## src/rtl/dmem_arbiter.sv

```systemverilog
// -----------------------------------------------------------------------------
// dmem_arbiter
//
// Shares one single-port data memory between a CPU core and a debug port.
// The core normally owns the memory and completes its access in the same cycle
// (combinational read data, write committed at the clock edge). The debug port
// is served whenever the core is not requesting. It uses a valid/ready request
// channel and a valid/ready read-response channel.
//
// Optional feature, selected by the macro DMEM_ARB_STARVE_GUARD_EN:
//   When the macro is defined, a starvation guard counts the cycles a debug
//   request waits behind the core. After MAX_WAIT waiting cycles it forces a
//   one-cycle debug grant and stalls the core for that cycle.
//   When the macro is undefined, the core has strict priority, core_stall is
//   tied to 0, and debug waits for as long as core_req stays high.
//
// Handshake rule, used by both debug channels: a beat transfers on a rising
// clk edge where valid and ready are both 1. The source holds valid and its
// payload until that edge. The sink may look at valid when it drives ready
// (dbg_ready depends on dbg_valid when the guard fires). Valid never depends
// on ready.
//
// Parameters
//   DATA_W    memory word width
//   ADDR_W    word-index width
//   MAX_WAIT  debug wait cycles before a forced grant (1..15, guard build only)
//
// Ports
//   clk, rst_n                    clock, asynchronous active-low reset
//   core_req/we/addr/wdata        core access, byte address, same-cycle service
//   core_rdata                    core read data (memory read data, passed through)
//   core_stall                    core access not serviced this cycle
//   dbg_valid/ready/we/addr/wdata debug request channel (word address)
//   dbg_rvalid/rready/rdata       debug read-response channel
//   mem_we/addr/wdata/rdata       memory port: combinational read, synchronous write
// -----------------------------------------------------------------------------
module dmem_arbiter #(
  parameter int DATA_W   = 32,
  parameter int ADDR_W   = 8,
  parameter int MAX_WAIT = 4
) (
  input  logic              clk,
  input  logic              rst_n,

  input  logic              core_req,
  input  logic              core_we,
  input  logic [31:0]       core_addr,
  input  logic [DATA_W-1:0] core_wdata,
  output logic [DATA_W-1:0] core_rdata,
  output logic              core_stall,

  input  logic              dbg_valid,
  output logic              dbg_ready,
  input  logic              dbg_we,
  input  logic [ADDR_W-1:0] dbg_addr,
  input  logic [DATA_W-1:0] dbg_wdata,

  output logic              dbg_rvalid,
  input  logic              dbg_rready,
  output logic [DATA_W-1:0] dbg_rdata,

  output logic              mem_we,
  output logic [ADDR_W-1:0] mem_addr,
  output logic [DATA_W-1:0] mem_wdata,
  input  logic [DATA_W-1:0] mem_rdata
);

  typedef enum logic [0:0] {
    ST_IDLE = 1'b0,
    ST_RESP = 1'b1
  } state_t;

  state_t              state;
  logic                is_idle;
  logic                forced;
  logic                core_go;
  logic                dbg_xfer;
  logic [ADDR_W-1:0]   core_idx;

  // The core index takes only the word-index bits of the byte address, so
  // accesses wrap modulo the memory depth. The remaining address bits are
  // intentionally unused.
  logic                unused_core_addr_bits;
  assign core_idx              = core_addr[ADDR_W+1:2];
  assign unused_core_addr_bits = ^{core_addr[31:ADDR_W+2], core_addr[1:0]};

  assign is_idle = (state == ST_IDLE);

`ifdef DMEM_ARB_STARVE_GUARD_EN
  localparam logic [3:0] WAIT_MAX = 4'(MAX_WAIT);

  logic [3:0] wait_cnt;

  // The grant is forced only in the cycle where the counter sits at its limit.
  // A forced debug transfer clears the counter again.
  assign forced = is_idle && dbg_valid && (wait_cnt == WAIT_MAX);

  always_ff @(posedge clk or negedge rst_n) begin
    if (!rst_n) begin
      wait_cnt <= 4'd0;
    end else if (dbg_xfer || !dbg_valid) begin
      wait_cnt <= 4'd0;
    end else if (is_idle && !dbg_ready && (wait_cnt != WAIT_MAX)) begin
      wait_cnt <= wait_cnt + 4'd1;
    end
  end
`else
  assign forced = 1'b0;
`endif

  // Ownership is decided combinationally each cycle.
  assign core_go    = core_req && !forced;
  assign core_stall = core_req && forced;
  assign dbg_ready  = is_idle && (!core_req || forced);
  assign dbg_xfer   = dbg_valid && dbg_ready;

  // Memory port mux. Only one side can drive a write, because debug owns the
  // port only in cycles where the core does not. Writes are also blocked while
  // reset is asserted.
  always_comb begin
    mem_we    = 1'b0;
    mem_addr  = core_idx;
    mem_wdata = core_wdata;
    if (core_go) begin
      mem_we    = core_we;
      mem_addr  = core_idx;
      mem_wdata = core_wdata;
    end else if (dbg_ready) begin
      mem_we    = dbg_valid && dbg_we;
      mem_addr  = dbg_addr;
      mem_wdata = dbg_wdata;
    end
    if (!rst_n) begin
      mem_we = 1'b0;
    end
  end

  assign core_rdata = mem_rdata;

  // Debug response FSM. Read data is captured at the transfer edge and held
  // until the response is accepted. Debug writes never leave IDLE.
  always_ff @(posedge clk or negedge rst_n) begin
    if (!rst_n) begin
      state     <= ST_IDLE;
      dbg_rdata <= '0;
    end else begin
      case (state)
        ST_IDLE: begin
          if (dbg_xfer && !dbg_we) begin
            state     <= ST_RESP;
            dbg_rdata <= mem_rdata;
          end
        end
        ST_RESP: begin
          if (dbg_rready) begin
            state <= ST_IDLE;
          end
        end
        default: state <= ST_IDLE;
      endcase
    end
  end

  assign dbg_rvalid = (state == ST_RESP);

  // Invariants of the arbitration
  a_no_dual_write: assert property (@(posedge clk) disable iff (!rst_n)
    !(core_go && core_we && dbg_xfer && dbg_we));

  a_ready_only_idle: assert property (@(posedge clk) disable iff (!rst_n)
    dbg_ready |-> is_idle);

  a_resp_hold: assert property (@(posedge clk) disable iff (!rst_n)
    (dbg_rvalid && !dbg_rready) |=> (dbg_rvalid && $stable(dbg_rdata)));

endmodule
```

## config.mk

```make
export PLATFORM = sky130hd
export DESIGN_NAME = dmem_arbiter
export DESIGN_NICKNAME = d
export VERILOG_FILES = /design/src/rtl/dmem_arbiter.sv
export SDC_FILE = /design/constraint.sdc
export NUM_CORES = 1
export LEC_CHECK = 0
export BUFFER_PORTS_ARGS = -buffer_cell sky130_fd_sc_hd__buf_2
export CELL_PAD_IN_SITES_DETAIL_PLACEMENT = 0
export CELL_PAD_IN_SITES_GLOBAL_PLACEMENT = 1
export CORE_AREA = 2 2 106 108
export DETAILED_ROUTE_END_ITERATION = 10
export DIE_AREA = 0 0 108 110
export HOLD_SLACK_MARGIN = 0.15
export PLACE_DENSITY_LB_ADDON = 0.1
export SLEW_MARGIN = 10
export SYNTH_ARGS = -nofsm -noshare
export SYNTH_HDL_FRONTEND = slang
export SYNTH_SLANG_ARGS = --single-unit
```

## constraint.sdc

```tcl
create_clock -name clk -period 2.1 [get_ports clk]
set_clock_uncertainty 0.15 [all_clocks]
set_input_delay 0.63 -clock clk [delete_from_list [all_inputs] [get_ports clk]]
set_output_delay 0.63 -clock clk [all_outputs]
set_load 0.01 [all_outputs]
```

After elaboration in Yosys (flattened, before gate mapping)
Cells that the tools add are included.

operators by class
  muxes and demuxes = 10
  bitwise operators = 1
  reduce and logical (&&, ||, !) cells = 7

operator list
  operator                            number
  32-bit 2-to-1 mux                   2
  8-bit 2-to-1 mux                    2
  1-bit 2-to-1 mux                    5
  1-bit logical AND                   4
  1-bit logical NOT                   2
  1-bit case mux with 2 select lines  1
  2-bit AND reduction                 1
  1-bit inverter                      1

storage, ports and cells
  flip-flop bits (word level) = 33
  bits of input ports = 143
  word-level logic and storage cells = 20

Logic depth before layout (Yosys ltp)
Gate-level depths: netlist of run 1.

  depth in word-level cells = 6
  mapped depth = 3
  mapped depth without buffers = 2

Least setup slack after synthesis of run 1
No wires, ideal clock.

  path kind = input to output
  start = input core_req
  end = output mem_wdata[22]
  arrival time = 1.453 ns
  required time = 1.320 ns
  slack = -0.133 ns
  stages = 3
  path buffers = 1
  path through = nor2_1 > buf_2 > mux2_2

on the way
  word-level cells in the longest chain between the ends = 4

ends and longest elaborated chain
  element              line  text
  from (decl)          45    input logic core_req,
  1-bit logical NOT    114   assign dbg_ready = is_idle && (!core_req || forced);
  1-bit logical AND    114
  named net dbg_ready  53    output logic dbg_ready,
  32-bit 2-to-1 mux    128   end else if (dbg_ready) begin
  32-bit 2-to-1 mux    124   if (core_go) begin
  to (decl)            64    output logic [DATA_W-1:0] mem_wdata,

The timed path passes the listed nets, and every way through them passes these cells.

Final worst setup path of run 1
  start = input core_req
  end = output mem_wdata[20]

on the way
  word-level cells in the longest chain between the ends = 4

ends and longest elaborated chain
  element              line
  1-bit logical NOT    114
  1-bit logical AND    114
  32-bit 2-to-1 mux    128
  32-bit 2-to-1 mux *  124

Mark *: on every way between the ends. The rest lies on a longest branch, timed or not.

==> metrics.md, run 1 <==
| Metric | Value |
|---|---|
| Layout filler cell count | `1,090` |
| Area enclosed by the die boundary | `0.0119 mm^2` |
| Maximum root-to-sink buffer count | `2` |
| Count of state elements after synthesis | `33` |
| Dominant cell type by area after synthesis | `sky130_fd_sc_hd__dfrtp_1` |
| Total vias in the final route | `2,000` |
| Count of hold buffers inserted by post-cts repair | `0` |
| Area added between synthesis and finish | `88.8%` |
| Number of top-level design ports | `251` |
| CTS H-Tree Depth | `2` |
| Worst slack on hold paths | `around 0.26 ns` |
| Static leakage power | `2.02 nW` |
| Pins Over Slew Limit | `0` |
| # Max-Cap Violations | `0` |
| Source-to-sink clock delay at the later pin of the worst-skew pair | `0.27 ns` |
| Final critical path time including I/O delays and setup | `2.38 ns` |
| Synthesized area per cell | `around 13 um^2` |
| Wirelength, routed | `7710 um` |
| Die width | `108 um` |
| Diode count | `0` |
| Total nets after synthesis | `296` |
| Clock tree from TritonCTS | `built` |
| RSZ-0062 raised after global routing | `true` |
| Number of global-route vias before repair | `1,852` |
| Final weighted congestion in routability-driven placement | `0.788` |
| Crit path launch type | `primary input` |
| Setup ws final | `-0.276 ns` |
| Maximum number of pins on one net before global-route repair | `34` |
| Largest fanout on the critical path | `8` |
| Syn Std Cell Area | `0.00200 mm^2` |
| Hold Crit Class | `primary input to asynchronous set/reset pin` |
| Data required, critical path | `1.32 ns` |
| Type of the worst setup path | `primary input to output pin` |
| Worst endpoint data arrival time | `1.60 ns` |
| Starting density of the core | `around a fifth` |
| Setup Viol. Count Final | `41` |
| Number of warning messages in the yosys log | `0` |
| Total track usage | `11.2%` |
| Num Clock Sinks | `33` |
| Pwr Density | `662 mW/mm^2` |
| Fmax | `421 MHz` |
| Post-layout net count | `around 500` |
| Total gr overflow | `0` |
| Fin crit share | `113%` |
| Violations in the final reports | `setup timing` |
| Biggest area contributors in the synthesized netlist | `sky130_fd_sc_hd__dfrtp_1 (41%), sky130_fd_sc_hd__mux2_2 (39%), sky130_fd_sc_hd__buf_4 (12%)` |
| Nature of the critical path endpoint | `output pin` |
| Core Box Area | `0.0107 mm^2` |
| Clock Tree Root | `sky130_fd_sc_hd__clkbuf_8` |
| Wire length of the first global-routing pass | `10,000 um` |
| Overall die height | `~110 um` |
| Post-layout total power | `0.00250 W` |
| Detail-routed via count per cell | `4.00` |
| Number of instances in the synthesized netlist | `roughly 150` |
| Number of port buffers | `225` |
| Drt pass-1 iters | `4` |
| Hold Fails Final Rpt | `0` |
| Fraction of layout instances using a drive strength above 1 | `88.6%` |
| Starting DRT DRC Count | `43` |
| Run status | `finished with violations` |
| Count of unresolved DRC violations after routing | `0` |
| Peak ir drop on the vdd network | `352 uV` |
| Area share of the largest cell type after synthesis | `41.2%` |
| Initial antenna violation count | `1` |
| HPWL after DPL | `~5800 um` |
| Post-synth cell types | `14` |
| Aggregate negative setup slack | `-10.25 ns` |
| Inserted Clock Buffers | `5` |
| Remaining antenna violation count | `0` |
| Post-layout utilization of the core | `a little over a third` |
| Sequential area share after synthesis | `41.2%` |
| Clock-pin transition on the worst setup and hold timing paths | `0.07 ns` |
| Total number of placement rows | `38` |
| Detailed-route wire length per cell | `15.4 um` |
[stage by stage]
stage | std cells | cell area [um^2] | setup slack (ns)
global route | 500 | 3780 | -0.299
global placement | 485 | 3100 | -0.266
floorplan | 153 | 2030 | 0.000273
CTS | 493 | 3340 | -0.261
detailed placement | 485 | 3100 | -0.275
finish | 500 | 3780 | -0.276
[power breakdown]
group	internal, W	switching, W	leakage, nW	total (W)
Sequential	0.000778	0.0000642	0.393	0.000842
Combinational	0.000609	0.000424	1.57	0.00103
Clock	0.000386	0.000244	0.0574	0.000630
[cell usage in the layout (no fill, tap or decap)]
master                       count
sky130_fd_sc_hd__mux2_1          2
sky130_fd_sc_hd__dfrtp_1        33
sky130_fd_sc_hd__clkinvlp_4      1
sky130_fd_sc_hd__bufinv_16       1
sky130_fd_sc_hd__nor2_4          1
sky130_fd_sc_hd__nand4bb_1       1
sky130_fd_sc_hd__buf_8           3
sky130_fd_sc_hd__nand2_1         1
sky130_fd_sc_hd__buf_12          4
sky130_fd_sc_hd__clkbuf_16       4
sky130_fd_sc_hd__inv_1           1
sky130_fd_sc_hd__clkbuf_8        6
sky130_fd_sc_hd__mux2_2         30
sky130_fd_sc_hd__buf_4           4
sky130_fd_sc_hd__a21o_1          1
sky130_fd_sc_hd__conb_1          1
sky130_fd_sc_hd__buf_6          40
sky130_fd_sc_hd__nor4b_4         1
sky130_fd_sc_hd__mux2_4         40
sky130_fd_sc_hd__a21boi_1        1
sky130_fd_sc_hd__buf_2         184
[state kept, by name, summed over array words and instances (netlist names)]
register	count
dbg_rvalid	1
dbg_rdata	32
[per-layer routing]
layer | track usage, % | vias up | part of all wire (%) | routed length [um]
li1 | - | 916 | - | -
met1 | 12.1 | 951 | 38 | 2910
met2 | 21.0 | 125 | 52 | 3980
met3 | 3.47 | 8 | 9.4 | 727
met4 | 3.48 | 0 | 1.2 | 89
met5 | 0 | - | 0 | 0
[worst paths after layout]
kind                       slack (ns)  cells past startpoint                startpoint                         to
max in group asynchronous        1.22                      2                     rst_n   dbg_rdata[9]$_DFFE_PN0P_
setup reg to reg                 0.26                      4      dbg_rvalid$_DFF_PN0_   dbg_rdata[5]$_DFFE_PN0P_
hold / removal                   0.26                      2                     rst_n  dbg_rdata[24]$_DFFE_PN0P_
hold reg to reg                  0.34                      1  dbg_rdata[8]$_DFFE_PN0P_   dbg_rdata[8]$_DFFE_PN0P_
setup / recovery                -0.28                      6                  core_req              mem_wdata[20]
min in group clk                 0.34                      1  dbg_rdata[8]$_DFFE_PN0P_   dbg_rdata[8]$_DFFE_PN0P_
[logic make-up after synthesis]
group,after synthesis,share of synthesized area [%]
other,1,0.187
AO/OA/AOI/OAI,2,0.750
multiplexers,72,40.5
flip-flops,33,41.2
AND/OR/NAND/NOR,4,2.12
buffers and inverters,41,15.2
[area by class of cell]
type / count / area, um^2 / share of cell area [%]
sequential: 33 / 826 / 21.8
tap: 140 / 175 / 4.63
clock inverter: 2 / 37.5 / 0.993
timing repair buffer: 239 / 1630 / 43.0
clock buffer: 6 / 82.6 / 2.18
multi-input combinational: 79 / 1030 / 27.2
inverter: 1 / 3.75 / 0.0993
[synthesized netlist by cell type]
cell / n
sky130_fd_sc_hd__mux2_2: 70
sky130_fd_sc_hd__inv_1: 1
sky130_fd_sc_hd__buf_6: 3
sky130_fd_sc_hd__dfrtp_1: 33
sky130_fd_sc_hd__nor4b_4: 1
sky130_fd_sc_hd__nand4bb_1: 1
sky130_fd_sc_hd__buf_2: 4
sky130_fd_sc_hd__buf_4: 33
sky130_fd_sc_hd__a21boi_0: 1
sky130_fd_sc_hd__mux2_1: 2
sky130_fd_sc_hd__conb_1: 1
sky130_fd_sc_hd__nand2_1: 1
sky130_fd_sc_hd__a21o_1: 1
sky130_fd_sc_hd__nor2_1: 1
[repair_timing]
action / 4_1_cts / 5_1_grt
buffers inserted: 0 / 2
pin swaps: 0 / 3
endpoints found under the setup margin: 41 / 41
gates cloned: 0 / 6
gates resized for setup: 23 / 70
[critical path, stage by stage]
cell and delay [ns]:
sky130_fd_sc_hd__buf_8 0.10, sky130_fd_sc_hd__nor2_4 0.11, sky130_fd_sc_hd__buf_12 0.16, sky130_fd_sc_hd__clkbuf_16 0.16
sky130_fd_sc_hd__mux2_4 0.30, sky130_fd_sc_hd__buf_6 0.13
No activity file was read; power rests on OpenSTA's default activity.
==> run 2: changes to the inputs <==
--- a/config.mk
+++ b/config.mk
@@ -11,8 +11,10 @@
 export CORE_AREA = 2 2 106 108
 export DETAILED_ROUTE_END_ITERATION = 10
 export DIE_AREA = 0 0 108 110
+export GPL_ROUTABILITY_DRIVEN = 0
 export HOLD_SLACK_MARGIN = 0.15
 export PLACE_DENSITY_LB_ADDON = 0.1
+export REMOVE_ABC_BUFFERS = 1
 export SLEW_MARGIN = 10
 export SYNTH_ARGS = -nofsm -noshare
 export SYNTH_HDL_FRONTEND = slang
==> metrics.md, run 2 (synthesized netlist as in run 1, its figures left out) <==
| Metric | Value |
|---|---|
| Number of top-level design ports | `251 (unchanged)` |
| HPWL after DPL | `5380 um (-7.2%)` |
| Fin crit share | `113% (about the same)` |
| Setup Viol. Count Final | `41 (unchanged)` |
| Crit path launch type | `primary input` |
| Type of the worst setup path | `primary input to output pin` |
| Total number of placement rows | `38 (unchanged)` |
| Layout Cell Area excl Fill | `0.00378 mm^2 (about the same)` |
| Layout filler cell count | `1,109 (+1.7%)` |
| Post-layout utilization of the core | `35.4% (about the same)` |
| Nature of the critical path endpoint | `output pin` |
| GR Layer Usage met2 | `17.7% (-3.3 points)` |
| Design internal power | `0.00163 W (-8.3%)` |
| Number of port buffers | `225 (unchanged)` |
| Die width | `108 um (unchanged)` |
| Area added between synthesis and finish | `88.9% (about the same)` |
| Most common library cell in the layout ignoring fill and taps | `sky130_fd_sc_hd__buf_2` |
| Total gr overflow | `0 (unchanged)` |
| Hold Crit Class | `primary input to asynchronous set/reset pin` |
| Diode count | `0 (unchanged)` |
| Clock-pin transition on the worst setup and hold timing paths | `0.07 ns (about the same)` |
| Worst endpoint data arrival time | `1.59 ns (about the same)` |
| Maximum number of pins on one net before global-route repair | `34 (unchanged)` |
| Detailed-route wire length per cell | `14.5 um (-6.0%)` |
| Hold Fails Final Rpt | `0 (unchanged)` |
| Final critical path time including I/O delays and setup | `2.37 ns (-0.00211 ns)` |
| Post-layout net count | `505 (+0.60%)` |
| Pwr Density | `622 mW/mm^2 (-6.1%)` |
| Clock power share | `20.0% (-5.1 points)` |
| Flip-flop count of the largest register, all copies and words added | `32 (unchanged)` |
| Switching pwr | `0.000727 W (-0.66%)` |
| Static leakage power | `2.03 nW (+0.34%)` |
| Post-DP Area | `0.00309 mm^2 (-0.24%)` |
| Starting density of the core | `18.7% (unchanged)` |
| Initial antenna violation count | `0 (-1)` |
| Post-Layout Cell Count | `503 (+0.60%)` |
| Crit path max-delay family | `buffers and inverters` |
| Data required, critical path | `1.32 ns (about the same)` |
| Relative contribution of combinational cells to total power | `44.2% (+3.0 points)` |
| Area enclosed by the die boundary | `0.0119 mm^2 (unchanged)` |
| RSZ-0062 raised after global routing | `true` |
| Peak ir drop on the vdd network | `290 uV (-17%)` |
| Cell count after placement | `484 (-0.21%)` |
| Global Route met3 Usage | `3.41% (-0.059 points)` |
| Sw Share | `30.9% (+1.7 points)` |
| CTS H-Tree Depth | `2 (unchanged)` |
| Violations in the final reports | `setup timing` |
| Drt pass-1 iters | `4 (unchanged)` |
| Maximum root-to-sink buffer count | `2 (unchanged)` |
| Critical path buffer and inverter count | `4 (unchanged)` |
| Register containing the most flip-flops in the final layout | `dbg_rdata` |
| Wirelength, routed | `7290 um (-5.4%)` |
| Clock tree from TritonCTS | `built` |
| Starting DRT DRC Count | `47 (+9.3%)` |
| Num Clock Sinks | `33 (unchanged)` |
| Fmax | `421 MHz (about the same)` |
| Clock Tree Root | `sky130_fd_sc_hd__clkbuf_8` |
| Detail-routed via count per cell | `3.92 (-1.9%)` |
| Wire length of the first global-routing pass | `8960 um (-11%)` |
| Source-to-sink clock delay at the later pin of the worst-skew pair | `0.27 ns (about the same)` |
| Fraction of layout instances using a drive strength above 1 | `88.4% (-0.18 points)` |
| Met1 global-route usage | `11.1% (-1.0 points)` |
| Pins Over Slew Limit | `0 (unchanged)` |
| Most congested layer reported by global routing | `met2` |
| Remaining antenna violation count | `0 (unchanged)` |
| Share of power burned in registers | `35.8% (+2.2 points)` |
| Count of unresolved DRC violations after routing | `0 (unchanged)` |
| Total vias in the final route | `1,974 (-1.3%)` |
| Largest fanout on the critical path | `8 (unchanged)` |
| Commonest cells after routing, fill and taps aside | `sky130_fd_sc_hd__buf_2 (183), sky130_fd_sc_hd__buf_6 (44), sky130_fd_sc_hd__mux2_4 (40), sky130_fd_sc_hd__dfrtp_1 (33), sky130_fd_sc_hd__mux2_2 (30)` |
| Run status | `finished with violations` |
| Post-layout total power | `0.00235 W (-6.1%)` |
| Core Box Area | `0.0107 mm^2 (unchanged)` |
| Setup ws final | `-0.274 ns (+0.00211 ns)` |
| Inserted Clock Buffers | `5 (unchanged)` |
| Cells along the critical path | `buf_8 -> nor2_4 -> buf_12 -> clkbuf_16 -> mux2_4 -> buf_6` |
| Total track usage | `9.73% (-1.5 points)` |
| # Max-Cap Violations | `0 (unchanged)` |
| Delay of the slowest critical-path stage | `0.30 ns (about the same)` |
| Number of global-route vias before repair | `1,808 (-2.4%)` |
| Slowest-stage cell, CP | `sky130_fd_sc_hd__mux2_4` |
| Aggregate negative setup slack | `-10.38 ns (-0.132 ns)` |
| Overall die height | `110 um (unchanged)` |
[run 2: cell types whose count changed in the layout (fill, tap and decap cells not counted), sizes merged]
| cell | before | now |
|---|---|---|
| buf | 235 | 238 |
| clkinv | 0 | 2 |
| bufinv | 1 | 0 |
| clkinvlp | 1 | 0 |
[run 2: metrics by stage]
stage / worst slack (ns) / hold WS [ns]
after floorplan: -1.59 / 0.184
after global placement: -0.269 / 0.317
after detailed placement: -0.273 / 0.323
after CTS: -0.246 / 0.286
after global routing: -0.298 / 0.316
final: -0.274 / 0.278
[run 2: power by group through the flow]
| stage | sequential, W | combinational, W | clock, W |
|---|---|---|---|
| after detailed placement | 0.000853 | 0.000826 | 0 |
| final | 0.000843 | 0.00104 | 0.000471 |
| after global placement | 0.000849 | 0.000830 | 0 |
| after CTS | 0.000846 | 0.000884 | 0.000498 |
| after global routing | 0.000861 | 0.00111 | 0.000531 |
| after floorplan | 0.000928 | 0.000291 | 0 |
[run 2: cell type report]
type                       count  area, um^2  area share, %
clock buffer                   6        72.6           1.92
clock inverter                 2        10.0          0.265
tap                          140         175           4.63
sequential                    33         826           21.8
inverter                       1        3.75         0.0992
multi-input combinational     79        1030           27.2
timing repair buffer         242        1670           44.0
[run 2: worst paths after layout]
kind                                            from                        end  slack [ns]  cells past startpoint
min reg2reg                dbg_rdata[12]$_DFFE_PN0P_  dbg_rdata[12]$_DFFE_PN0P_        0.34                      1
min                                            rst_n  dbg_rdata[23]$_DFFE_PN0P_        0.28                      2
max                                         core_req              mem_wdata[29]       -0.27                      6
min in group clk           dbg_rdata[12]$_DFFE_PN0P_  dbg_rdata[12]$_DFFE_PN0P_        0.34                      1
max reg2reg                     dbg_rvalid$_DFF_PN0_   dbg_rdata[5]$_DFFE_PN0P_        0.22                      5
max in group asynchronous                      rst_n   dbg_rdata[5]$_DFFE_PN0P_        1.22                      2
[run 2: timing repair]
action	CTS	global route
pin swaps	2	3
gates resized for setup	27	64
endpoints found under the setup margin	41	41
gates cloned	0	6
hold buffers	0	0
buffers inserted	2	3
[run 2: metal layers]
| layer | wire [um] | part of all wire, % |
|---|---|---|
| met5 | 0 | 0 |
| met1 | 2650 | 36 |
| met3 | 717 | 9.8 |
| met2 | 3870 | 53 |
| met4 | 53 | 0.73 |
==> run 3: changes to the inputs <==
--- a/config.mk
+++ b/config.mk
@@ -8,13 +8,15 @@
 export BUFFER_PORTS_ARGS = -buffer_cell sky130_fd_sc_hd__buf_2
 export CELL_PAD_IN_SITES_DETAIL_PLACEMENT = 0
 export CELL_PAD_IN_SITES_GLOBAL_PLACEMENT = 1
-export CORE_AREA = 2 2 106 108
+export CORE_AREA = 2 2 87 131
 export DETAILED_ROUTE_END_ITERATION = 10
-export DIE_AREA = 0 0 108 110
+export DIE_AREA = 0 0 89 133
 export GPL_ROUTABILITY_DRIVEN = 0
 export HOLD_SLACK_MARGIN = 0.15
+export MAX_ROUTING_LAYER = met4
 export PLACE_DENSITY_LB_ADDON = 0.1
 export REMOVE_ABC_BUFFERS = 1
+export SKIP_CTS_REPAIR_TIMING = 1
 export SLEW_MARGIN = 10
 export SYNTH_ARGS = -nofsm -noshare
 export SYNTH_HDL_FRONTEND = slang
==> metrics.md, run 3 (synthesized netlist as in run 1, its figures left out) <==
| Metric | Value |
|---|---|
| CTS H-Tree Depth | `2 (unchanged)` |
| Count of unresolved DRC violations after routing | `0 (unchanged)` |
| GR Layer Usage met2 | `18.7% (+1.1 points)` |
| Crit path launch type | `primary input` |
| Met1 global-route usage | `9.97% (-1.1 points)` |
| FF+latch area | `826 um^2 (unchanged)` |
| Area enclosed by the die boundary | `0.0118 mm^2 (-0.36%)` |
| Layout filler cell count | `1,123 (+1.3%)` |
| Peak ir drop on the vdd network | `500 uV (+72%)` |
| Remaining antenna violation count | `0 (unchanged)` |
| Total number of placement rows | `47 (+24%)` |
| Source-to-sink clock delay at the later pin of the worst-skew pair | `0.27 ns (about the same)` |
| Run status | `finished with violations` |
| Data required, critical path | `1.32 ns (about the same)` |
| Clock tree from TritonCTS | `built` |
| RSZ-0062 raised after global routing | `true` |
| Drt pass-1 iters | `3 (-1)` |
| Multi-input logic area | `988 um^2 (-4.0%)` |
| Starting density of the core | `18.5% (-0.21 points)` |
| Register containing the most flip-flops in the final layout | `dbg_rdata` |
| Post-Layout Cell Count | `505 (+0.40%)` |
| Pins Over Slew Limit | `0 (unchanged)` |
| Worst endpoint data arrival time | `1.60 ns (about the same)` |
| Commonest cells after routing, fill and taps aside | `sky130_fd_sc_hd__buf_2 (188), sky130_fd_sc_hd__mux2_2 (41), sky130_fd_sc_hd__buf_6 (37), sky130_fd_sc_hd__dfrtp_1 (33), sky130_fd_sc_hd__mux2_4 (29)` |
| Total vias in the final route | `1,987 (+0.66%)` |
| Hold Crit Class | `primary input to asynchronous set/reset pin` |
| Overall die height | `133 um (+21%)` |
| Pwr Density | `721 mW/mm^2 (+16%)` |
| Static leakage power | `1.98 nW (-2.6%)` |
| Cell count after placement | `491 (+1.4%)` |
| # Max-Cap Violations | `0 (unchanged)` |
| Fraction of layout instances using a drive strength above 1 | `88.3% (-0.16 points)` |
| Fmax | `421 MHz (-0.12%)` |
| Number of port buffers | `225 (unchanged)` |
| Area added between synthesis and finish | `86.7%` |
| Core Box Area | `0.0108 mm^2 (+1.1%)` |
| Number of top-level design ports | `251 (unchanged)` |
| Hold Fails Final Rpt | `0 (unchanged)` |
| Most congested layer reported by global routing | `met2` |
| Reg-to-reg endpoint | `dbg_rdata[10]$_DFFE_PN0P_` |
| Num Clock Sinks | `33 (unchanged)` |
| Global Route met3 Usage | `3.12% (-0.29 points)` |
| Flip-flop count of the largest register, all copies and words added | `32 (unchanged)` |
| Wire length of the first global-routing pass | `8890 um (-0.85%)` |
| Worst slack on hold paths | `0.277 ns (-0.00113 ns)` |
| Nature of the critical path endpoint | `output pin` |
| Number of cell instances on the worst register-to-register path | `4 (-1)` |
| Final critical path time including I/O delays and setup | `2.38 ns (+0.00280 ns)` |
| Aggregate negative setup slack | `-10.26 ns (+0.116 ns)` |
| Post-layout net count | `500 (-0.99%)` |
| Setup Viol. Count Final | `40 (-2.4%)` |
| Clock Tree Root | `sky130_fd_sc_hd__clkbuf_16` |
| Largest fanout on the critical path | `7 (-1)` |
| Die width | `89 um (-18%)` |
| Source of the worst register-to-register timing path | `dbg_rvalid$_DFF_PN0_` |
| Diode count | `0 (unchanged)` |
| Clock-pin transition on the worst setup and hold timing paths | `0.05 ns (-0.02 ns)` |
| Most common library cell in the layout ignoring fill and taps | `sky130_fd_sc_hd__buf_2` |
| Fin crit share | `113% (+0.13 points)` |
| Wirelength, routed | `7510 um (+3.0%)` |
| Total track usage | `10.4% (+0.66 points)` |
| Detailed-route wire length per cell | `14.9 um (+2.6%)` |
| HPWL after DPL | `5610 um (+4.2%)` |
| Type of the worst setup path | `primary input to output pin` |
| Total gr overflow | `0 (unchanged)` |
| Setup ws final | `-0.277 ns (-0.00280 ns)` |
| Starting DRT DRC Count | `19 (-60%)` |
| Initial antenna violation count | `0 (unchanged)` |
| Maximum root-to-sink buffer count | `2 (unchanged)` |
| Detail-routed via count per cell | `3.93 (+0.26%)` |
| Inserted Clock Buffers | `5 (unchanged)` |
| Maximum number of pins on one net before global-route repair | `34 (unchanged)` |
| Violations in the final reports | `setup timing` |
| Worst R2R Setup Slack | `0.32 ns (+0.10 ns)` |
| Number of global-route vias before repair | `1,774 (-1.9%)` |
run 3: power by group:
part	leakage (nW)	total, W	switching, W	internal, W
combinational	1.50	0.000993	0.000413	0.000580
sequential	0.393	0.000847	0.0000674	0.000780
clock	0.0841	0.000858	0.000265	0.000592
total	1.98	0.00270	0.000746	0.00195
run 3: critical path: stages:
cell	delay (ns)
sky130_fd_sc_hd__buf_12	0.10
sky130_fd_sc_hd__nor2_4	0.11
sky130_fd_sc_hd__buf_12	0.15
sky130_fd_sc_hd__clkbuf_16	0.17
sky130_fd_sc_hd__mux2_4	0.31
sky130_fd_sc_hd__buf_6	0.13
run 3: worst max path at each step:
stage	from	end	slack, ns
finish	core_req	mem_wdata[4]	-0.28
global route	core_req	mem_wdata[4]	-0.30
CTS	core_req	mem_wdata[26]	-0.33
detailed placement	core_req	mem_wdata[26]	-0.33
global placement	core_req	mem_addr[0]	-0.32
floorplan	core_req	mem_addr[0]	-1.59
run 3: metrics by stage:
stage | total power (W) | util [%] | worst slack (ns) | instance area, um^2
6_report | 0.00270 | 34.6 | -0.277 | 3740
5_1_grt | 0.00284 | 34.6 | -0.303 | 3740
4_1_cts | 0.00257 | 30.1 | -0.334 | 3260
3_5_place_dp | 0.00169 | 28.5 | -0.334 | 3090
3_3_place_gp | 0.00168 | 28.5 | -0.317 | 3090
2_1_floorplan | 0.00122 | - | -1.59 | 1700
run 3: final cells by class:
class	count	area share (%)
Clock inverter	1	0.803
Tap cell	147	4.92
Sequential cell	33	22.1
Timing Repair Buffer	237	41.9
Multi-Input combinational cell	79	26.4
Clock buffer	7	3.81
Inverter	1	0.100
run 3: metal layers:
layer / wire, um / share of wire, %
met3: 957 / 13
met5: 0 / 0
met4: 105 / 1.4
met1: 2500 / 33
met2: 3950 / 53
